--- src/rtl/scroll_engine_pkg.sv ---
// Purpose: shared OLED geometry constants and scroll FSM state encodings.
// Latency: n/a (declarations only).
// Backpressure: n/a.
package scroll_engine_pkg;

    localparam int OLED_COLS       = 128;
    localparam int OLED_PAGES      = 8;
    localparam int SCROLL_WRAP_MAX = 1152;

    typedef enum logic [1:0] {
        ST_IDLE  = 2'b00,
        ST_RUN   = 2'b01,
        ST_PAUSE = 2'b10
    } scroll_state_t;

endpackage

--- src/rtl/scroll_engine_step_divider.sv ---
// Purpose: step-period divider that counts while running, holds otherwise, clears on demand.
// Latency: tick is combinational from the count; the count updates one clock later.
// Backpressure: none; clr overrides run.
module step_divider #(
    parameter int DIV_W = 24,
    parameter int DIV   = 400_000
) (
    input  logic clk,
    input  logic rst,
    input  logic run,
    input  logic clr,
    output logic tick
);

    localparam logic [DIV_W-1:0] LP_LAST = DIV_W'(DIV - 1);

    logic [DIV_W-1:0] r_cnt;
    logic             w_last;

    assign w_last = (r_cnt == LP_LAST);
    assign tick   = run && w_last;

    // Count 0..DIV-1 while running, hold while stopped, clear wins over everything.
    always_ff @(posedge clk or posedge rst) begin
        if (rst) begin
            r_cnt <= '0;
        end else if (clr) begin
            r_cnt <= '0;
        end else if (run) begin
            r_cnt <= w_last ? '0 : r_cnt + DIV_W'(1);
        end
    end

endmodule

--- src/rtl/scroll_engine.sv ---
// Purpose: horizontal scroll-offset generator with run/pause/idle, direction, step size and seek.
// Latency: col_all/row_all combinational from disp_*; offset/wrapped/state registered (1 clk).
// Backpressure: none; the displayed offset only changes on a frame boundary.
module scroll_engine
    import scroll_engine_pkg::*;
#(
    parameter int COL_W    = 11,
    parameter int WRAP_MAX = SCROLL_WRAP_MAX,
    parameter int DIV_W    = 24,
    parameter int DIV      = 400_000
) (
    input  logic             clk,
    input  logic             rst,
    input  logic [6:0]       disp_col,
    input  logic [2:0]       disp_row,
    input  logic             en,
    input  logic             dir,
    input  logic [1:0]       speed,
    input  logic             pause,
    input  logic             seek_valid,
    input  logic [COL_W-1:0] seek_offset,
    output logic [COL_W-1:0] col_all,
    output logic [2:0]       row_all,
    output logic [COL_W-1:0] offset,
    output logic             wrapped,
    output logic [1:0]       state
);

    // Arithmetic is one bit wider than the offset so sums above WRAP_MAX are never truncated.
    localparam logic [COL_W:0] LP_MAX      = (COL_W + 1)'(WRAP_MAX);
    localparam logic [COL_W:0] LP_M        = (COL_W + 1)'(WRAP_MAX + 1);
    localparam logic [6:0]     LP_LAST_COL = 7'(OLED_COLS - 1);
    localparam logic [2:0]     LP_LAST_ROW = 3'(OLED_PAGES - 1);

    scroll_state_t    r_state, w_state_nxt;
    logic [COL_W-1:0] r_offset, r_shown, w_step_off, w_seek_off;
    logic             r_wrapped, w_step_wrap, w_tick, w_frame_edge, w_run, w_clr;
    logic [6:0]       r_prev_col;
    logic [2:0]       r_prev_row;
    logic [COL_W:0]   w_s, w_ext, w_sum;

    // Divider runs only in RUN, freezes in PAUSE, restarts from 0 in IDLE or on seek.
    assign w_run = (r_state == ST_RUN);
    assign w_clr = (r_state == ST_IDLE) || seek_valid;

    step_divider #(
        .DIV_W (DIV_W),
        .DIV   (DIV)
    ) u_div (
        .clk  (clk),
        .rst  (rst),
        .run  (w_run),
        .clr  (w_clr),
        .tick (w_tick)
    );

    // State register.
    always_ff @(posedge clk or posedge rst) begin
        if (rst) begin
            r_state <= ST_IDLE;
        end else begin
            r_state <= w_state_nxt;
        end
    end

    // Next state: dropping en always returns to IDLE, even with a pause pulse present.
    always_comb begin
        w_state_nxt = r_state;
        case (r_state)
            ST_IDLE:  if (en) w_state_nxt = ST_RUN;
            ST_RUN:   if (!en) w_state_nxt = ST_IDLE; else if (pause) w_state_nxt = ST_PAUSE;
            ST_PAUSE: if (!en) w_state_nxt = ST_IDLE; else if (pause) w_state_nxt = ST_RUN;
            default:  w_state_nxt = ST_IDLE;
        endcase
    end

    assign w_s   = (COL_W + 1)'(1) << speed;
    assign w_ext = {1'b0, r_offset};

    // Candidate next offset for a step, wrapping around the 0..WRAP_MAX ring.
    always_comb begin
        w_sum       = '0;
        w_step_wrap = 1'b0;
        w_step_off  = r_offset;
        if (!dir) begin
            w_sum = w_ext + w_s;
            if (w_sum > LP_MAX) begin
                w_step_wrap = 1'b1;
                w_sum       = w_sum - LP_M;
            end
        end else if (w_ext >= w_s) begin
            w_sum = w_ext - w_s;
        end else begin
            w_step_wrap = 1'b1;
            w_sum       = w_ext + LP_M - w_s;
        end
        w_step_off = w_sum[COL_W-1:0];
    end

    assign w_seek_off = ({1'b0, seek_offset} > LP_MAX) ? LP_MAX[COL_W-1:0] : seek_offset;

    // Working offset: seek beats a coincident step, which is then dropped with no wrap pulse.
    always_ff @(posedge clk or posedge rst) begin
        if (rst) begin
            r_offset  <= '0;
            r_wrapped <= 1'b0;
        end else if (seek_valid) begin
            r_offset  <= w_seek_off;
            r_wrapped <= 1'b0;
        end else if (w_tick) begin
            r_offset  <= w_step_off;
            r_wrapped <= w_step_wrap;
        end else begin
            r_wrapped <= 1'b0;
        end
    end

    assign w_frame_edge = (r_prev_row == LP_LAST_ROW && r_prev_col == LP_LAST_COL) &&
                          !(disp_row == LP_LAST_ROW && disp_col == LP_LAST_COL);

    // Latch the working offset into the shown offset once per frame so no frame is torn.
    always_ff @(posedge clk or posedge rst) begin
        if (rst) begin
            r_prev_col <= '0;
            r_prev_row <= '0;
            r_shown    <= '0;
        end else begin
            r_prev_col <= disp_col;
            r_prev_row <= disp_row;
            if (w_frame_edge) r_shown <= r_offset;
        end
    end

    assign col_all = COL_W'(disp_col) + r_shown;
    assign row_all = disp_row;
    assign offset  = r_offset;
    assign wrapped = r_wrapped;
    assign state   = r_state;

endmodule

--- config.mk ---
export PLATFORM = sky130hd
export DESIGN_NAME = scroll_engine
export DESIGN_NICKNAME = d
export VERILOG_FILES = /design/src/rtl/scroll_engine_pkg.sv /design/src/rtl/scroll_engine_step_divider.sv /design/src/rtl/scroll_engine.sv
export SDC_FILE = /design/constraint.sdc
export NUM_CORES = 1
export LEC_CHECK = 0
export ABC_AREA = 1
export CAP_MARGIN = 0
export CORE_ASPECT_RATIO = 2
export CORE_MARGIN = 3
export CORE_UTILIZATION = 35
export CTS_CLUSTER_SIZE = 10
export DETAILED_ROUTE_END_ITERATION = 10
export PLACE_DENSITY_LB_ADDON = 0.15
export REMOVE_ABC_BUFFERS = 1
export SLEW_MARGIN = 20
export SYNTH_ARGS = -nofsm -noshare
export SYNTH_HDL_FRONTEND = slang
export SYNTH_SLANG_ARGS = --single-unit
--- constraint.sdc ---
create_clock -name clk -period 4.7 [get_ports clk]
set_input_delay 0.94 -clock clk [delete_from_list [all_inputs] [get_ports clk]]
set_output_delay 0.94 -clock clk [all_outputs]
set_load 0.005 [all_outputs]
==> run_results.csv <==
group,metric,value,unit
yosys,ys_seq_area_frac,0.302,
clock_tree,clockRootBuffer,"clkbuf_16",
pwr,p_leak,2.77,nW
pwr,p_int,0.00116,W
global_route,grt_max_degree,38,
worst_setup_path,cp-end-kind,"primary output",
floorplanning,io-pin-count,57,
drt,vias,4612,
floorplanning,die-area,15500,um^2
clock_tree,worstSkewPairLatency,0.33,ns
pwr,power,0.00183,W
worst_setup_path,rrSetupSlack,1.66,ns
drt,drt_iter0_markers,170,
worst_setup_path,worstPathRequired,3.76,ns
drt,avgViaCountPerCell,4.99,
floorplanning,start_util,0.360,
pwr,switching_share,0.365,
clock_tree,clk_pin_slew,0.05,ns
clock_tree,post_cts_buffers,0,
yosys,synthSimpleGateAreaFrac,0.307,
yosys,synth_top_family_by_area,"simple AND/OR/NAND/NOR gates",
clock_tree,cts_max_level,3,
worst_hold_path,min_from,"u_div.r_cnt[20]",
yosys,synth_ff_type,"dfrtp_1",
pwr,power_density,309,nW/um^2
clock_tree,max-clock-path-buffers,2,
worst_setup_path,critPathMaxFanout,2,
yosys,synthAdderAreaFrac,0.113,
yosys,ys_async_sr_fraction,1.00,
clock_tree,clock-sinks,59,
worst_hold_path,hold_depth,1,
yosys,synth_cell_types,52,
drt,antenna_left,0,
timing,setup_violations,0,
global_route,first_global_vias,4864,
pwr,p_seq_frac,0.318,
drt,wl_per_cell,15.7,um
worst_setup_path,rr_endpoint,"offset[0]",
yosys,syn_inst,673,
clock_tree,postCtsResizedCells,0,
worst_setup_path,crit_arrival,3.57,ns
yosys,ys_warn_count,0,
pwr,p_sw,0.000665,W
pwr,peakVddDrop,0.162,mV
finish,finish.utilization,0.435,
yosys,syn_avg_cell_area,7.27,um^2
yosys,synth_most_common_cell,"nand2_1",
timing,setup_slack,0.186,ns
yosys,netlist_top_cells_count,"155 x nand2_1, 92 x inv_1, 59 x dfrtp_1, 56 x nor2_1, 42 x nand3_1",
run,drv_cap,0,
yosys,synth_top_area_share,0.302,
timing,tns,0,ns
global_route,antenna_found_initial,0,
yosys,ys_top_cells_by_area,"dfrtp_1 30%, nand2_1 12%, ha_1 9.2%",
floorplanning,core-area,13600,um^2
floorplanning,row_count,60,
finish,area_delta_synth_final,20.9,%
yosys,synthMuxAreaShare,0.00230,
worst_setup_path,regToRegStartpoint,"offset[1]",
floorplanning,die-height,173,um
global_route,track_usage,0.200,
yosys,yosysTopAreaCell,"dfrtp_1",
drt,dr.pass1.iters,5,
global_route,grt_pass1_wl,24100,um
placed_design,portBuffers,56,
yosys,synth_compound_area_frac,0.131,
timing,tightest_slew,0.834,ns
pwr,combPwrFrac,0.338,
yosys,synth_edf_count,0,
timing,final-max-slew-violation-count,0,
global_route,grt-ovfl-total,0,
yosys,synth_xor_area_frac,0.0430,
timing,layout_min_cycle_time,4.51,ns
clock_tree,cts_buffers,9,
drt,drt_wl_total,14500,um
finish,layout.nets,803,
timing,fmaxAchievable,222,MHz
yosys,syn-cell-area,4890,um^2
worst_setup_path,crit_type,"input port to primary output",
worst_hold_path,hp-class,"flip-flop to flip-flop",
timing,finalHoldViolCount,0,
placed_design,gp_congestion,0.906,
clock_tree,ctsHoldBuffers,0,
timing,skew,0.00615,ns
drt,drcViolationCount,0,
timing,rsz0062_at_grt,"no",
clock_tree,cts_tree,"done",
finish,diodes,0,
pwr,p_clk_frac,0.344,
placed_design,hpwl,11700,um
worst_hold_path,hold_end,"u_div.r_cnt[20]",
worst_setup_path,start_kind,"input port",
status,status,"finished, final reports clean",
worst_setup_path,r2r_cells,19,
placed_design,dp_slack,0.0616,ns
floorplanning,die_w,89.6,um
finish,drive_gt1_frac,0.0976,
timing,fin_crit_sh,0.960,
yosys,ys_seq_elements,59,
timing,slew_headroom,0.443,
state kept, by name, indices dropped and copies added (netlist names):
register / count
state: 2
r_prev_col: 7
r_prev_row: 3
offset: 11
u_div.r_cnt: 24
wrapped: 1
r_shown: 11
logic make-up after synthesis:
logic type                 after synthesis
xor gates and xnor gates                24
AOI/OAI and AO/OA                      107
muxes                                    1
adders and majority gates               41
DFF                                     59
and+or+nand+nor                        325
buffers and inverters                  116
power groups by stage:
stage	registers (W)	clock network, W	logic (W)
final	0.000580	0.000628	0.000616
after global routing	0.000586	0.000661	0.000703
after CTS	0.000581	0.000641	0.000620
after detailed placement	0.000589	0	0.000616
after global placement	0.000589	0	0.000607
after floorplan	0.000578	0	0.000418
placed cells by master, fill, tap and decap left out, types with 6 or more instances in the layout:
master / count
inv_1: 91
nor2_1: 56
xor2_1: 17
dfrtp_1: 59
nor3_1: 15
nand2_1: 155
buf_4: 8
a211oi_1: 6
clkdlybuf4s50_1: 56
nand4_1: 14
o21ai_0: 29
clkbuf_16: 9
ha_1: 36
xnor2_1: 7
inv_2: 8
nand3_1: 42
a21oi_1: 40
nand2_2: 13
worst max path at each step:
| stage | start | endpoint | cells after the start |
|---|---|---|---|
| floorplan | disp_col[0] | col_all[10] | 10 |
| global placement | disp_col[0] | col_all[10] | 13 |
| detailed placement | disp_col[0] | col_all[10] | 13 |
| CTS | disp_col[0] | col_all[10] | 13 |
| global route | disp_col[0] | col_all[10] | 13 |
| finish | disp_col[0] | col_all[10] | 13 |
metal layers:
metal	wire, um	global-route usage	vias to the layer above
met5	0	0	-
met4	805	0.109	0
met1	5150	0.209	2170
li1	-	-	2313
met3	378	0.0238	38
met2	8210	0.367	91
stage by stage:
step | hold WS [ns] | std cells | area [um^2]
after global routing | 0.500 | 924 | 5910
after CTS | 0.478 | 924 | 5910
final | 0.476 | 924 | 5910
after floorplan | 0.433 | 658 | 4770
after detailed placement | 0.461 | 908 | 5630
after global placement | 0.463 | 908 | 5630
final cells by class:
| type | count | area (um^2) |
|---|---|---|
| Inverter | 101 | 380 |
| Tap cell | 186 | 233 |
| Timing Repair Buffer | 64 | 621 |
| Multi-Input combinational cell | 498 | 2920 |
| Clock buffer | 12 | 256 |
| Sequential cell | 59 | 1480 |
| Clock inverter | 4 | 25.0 |
| Fill cell | 1419 | 7680 |
worst max-delay path, stage by stage:
cell and delay [ns]:
clkdlybuf4s50_1 0.49, ha_1 0.18, inv_1 0.06, fa_1 0.41
nor2_1 0.14, a211oi_1 0.08, o21ai_1 0.18, a21oi_1 0.09
nor2_1 0.14, nand3_1 0.11, xnor2_1 0.14, buf_4 0.13
clkdlybuf4s50_1 0.49
(Power assumes the default switching activity.)
==> RTL change (same flow settings) <==
Make the reset (`rst`) synchronous in 4 clocked blocks.
--- a/src/rtl/scroll_engine_step_divider.sv
+++ b/src/rtl/scroll_engine_step_divider.sv
@@ -23,3 +23,3 @@
     // Count 0..DIV-1 while running, hold while stopped, clear wins over everything.
-    always_ff @(posedge clk or posedge rst) begin
+    always_ff @(posedge clk) begin
         if (rst) begin
--- a/src/rtl/scroll_engine.sv
+++ b/src/rtl/scroll_engine.sv
@@ -57,3 +57,3 @@
     // State register.
-    always_ff @(posedge clk or posedge rst) begin
+    always_ff @(posedge clk) begin
         if (rst) begin
@@ -102,3 +102,3 @@
     // Working offset: seek beats a coincident step, which is then dropped with no wrap pulse.
-    always_ff @(posedge clk or posedge rst) begin
+    always_ff @(posedge clk) begin
         if (rst) begin
@@ -121,3 +121,3 @@
     // Latch the working offset into the shown offset once per frame so no frame is torn.
-    always_ff @(posedge clk or posedge rst) begin
+    always_ff @(posedge clk) begin
         if (rst) begin
Formal check against the unedited RTL: differs if rst is asserted again (counterexample within 4 cycles, from zero or initial values and one cycle with rst high); with rst held inactive, the same outputs for 10 cycles.
==> RTL change against the unedited design <==
Synthesized area down 3.4%; sequential cell count unchanged; sequential share of layout area down 4.5 points; power down 15%; die area down 3.2%; wire length down 3.2%; sequential power down 8.3%; setup slack better by 0.055 ns; fmax up 1.2%; register-to-register slack worse by 0.03 ns; cell area down 2.5%; synthesized cell count up 4.3%; combinational power down 37%; non-clock buffer count up 4.
==> RTL change: results (changes against the unedited design) <==
{| class="wikitable"
! Metric !! Value
|-
| Least-Margin Pin Slew || 0.781 ns (-0.0525 ns)
|-
| Synth area leaders || sky130_fd_sc_hd__dfxtp_1, sky130_fd_sc_hd__nand2_1, sky130_fd_sc_hd__ha_1
|-
| Largest net degree at the start of global routing || 25 (-34%)
|-
| Maximum cell stage delay along the critical path || 0.51 ns (+0.02 ns)
|-
| Number of H-tree levels || 3 (unchanged)
|-
| Arrival time at the worst endpoint || 3.52 ns (-0.05 ns)
|-
| Peak supply drop || 142 uV (-12%)
|-
| Total detailed-routing wirelength || 14.1 mm (-3.2%)
|-
| Leak pwr || 2.57 nW (-7.2%)
|-
| Number of I/O port buffers || 56 (unchanged)
|-
| Layout Skew || 0.00366 ns (-0.00249 ns)
|-
| Total clock buffers created by CTS || 9 (unchanged)
|-
| Via count of the first global-routing pass || 4957 (+1.9%)
|-
| Inserted Diodes || 0 (unchanged)
|-
| Final GP Congestion || 0.877 (-3.2%)
|-
| Cell Count, Final, Fillers Out || 918 (-0.65%)
|-
| Number of antenna violations at the first check in global routing || 0 (unchanged)
|-
| Placed cells || 902 (-0.66%)
|-
| Post-detail-place hpwl || 11.7 mm (-0.20%)
|-
| Worst-Skew Late Latency || 0.32 ns
|-
| GRT Resource Usage Total || 0.197 (-0.00281)
|-
| Worst-case setup slack after placement || -0.0583 ns (-0.120 ns)
|-
| Outcome || completed
|-
| Most numerous cell types in the synthesized netlist || sky130_fd_sc_hd__nand2_1, sky130_fd_sc_hd__inv_1, sky130_fd_sc_hd__nor2_1
|-
| Iter 0 DRT Violations || 145 (-15%)
|-
| Number of warnings reported in the yosys synthesis log || 0 (unchanged)
|-
| Number of iterations in the first detailed-routing pass || 4 (-1)
|-
| First-pass GRT wire length || 23.1 mm (-4.3%)
|-
| Placed standard-cell area || 5460 um^2 (-3.0%)
|-
| Maximum buffer depth of the clock tree || 2 (unchanged)
|-
| Fraction of final layout cells with drive strength greater than 1 || 0.102 (+0.00427)
|-
| Gate Count Post-Synth || 702 (+4.3%)
|-
| Fraction of registers with async set/reset || 0 (-1.00)
|-
| Number of distinct standard cells referenced by the synthesized netlist || 49 (-5.8%)
|-
| Cell with the largest stage delay on the worst path || sky130_fd_sc_hd__clkdlybuf4s50_1
|-
| Final Setup Violations || 0 (unchanged)
|-
| Avg Vias per Cell || 5.12 (+2.7%)
|-
| Sequential fraction of the synthesis area || 0.250 (-0.0519)
|-
| Net total in the final layout || 831 (+3.5%)
|}
## RTL change: logic make-up after synthesis
kind of cell / count (synthesis) / synth area share
compound gates: 120 / 0.155
simple gates: 337 / 0.331
fa+ha+maj: 41 / 0.117
xor+xnor: 21 / 0.0389
buf+inv: 124 / 0.109
flops: 59 / 0.250
## RTL change: path summary, 6_finish.rpt
check | startpoint | to | slack [ns] | depth (start not counted)
worst max-delay path | disp_col[0] | col_all[10] | 0.24 | 12
worst min-delay path | u_div.r_cnt[23]$_SDFFE_PP0N_ | u_div.r_cnt[23]$_SDFFE_PP0N_ | 0.49 | 2
worst max register to register | offset[1]$_SDFFE_PP0P_ | offset[0]$_SDFFE_PP0P_ | 1.63 | 16
worst min register to register | u_div.r_cnt[23]$_SDFFE_PP0N_ | u_div.r_cnt[23]$_SDFFE_PP0N_ | 0.49 | 2
## RTL change: final cells by class
class                      instances  area (um^2)
inverter                         104          400
timing repair buffer              68          651
tap                              152          190
fill                            1428         7370
clock inverter                     1         5.00
clock buffer                      15          288
multi-input combinational        519         3050
sequential                        59         1180
## RTL change: report_power, final
part           switching (mW)  internal [mW]
Clock                   0.216          0.413
Sequential             0.0181          0.514
Combinational           0.236          0.151
## RTL change: timing repair
item	in CTS	in global routing
gates resized for setup	1	4
endpoints found under the setup margin	2	2
buffers inserted	0	0
## RTL change: worst max-delay path: cells and delay by family
kind | cells | cell delay, ns
AOI/OAI and AO/OA | 4 | 0.60
adders and majority gates | 2 | 0.57
buffers and inverters | 3 | 1.04
xor gates and xnor gates | 1 | 0.14
and+or+nand+nor | 2 | 0.21
## RTL change: metal layers
layer / vias up / wire length (um) / global-route usage
met5: - / 0 / 0
met4: 0 / 789 / 0.120
met3: 42 / 321 / 0.0223
met2: 91 / 7930 / 0.389
met1: 2151 / 5030 / 0.183
li1: 2420 / - / -
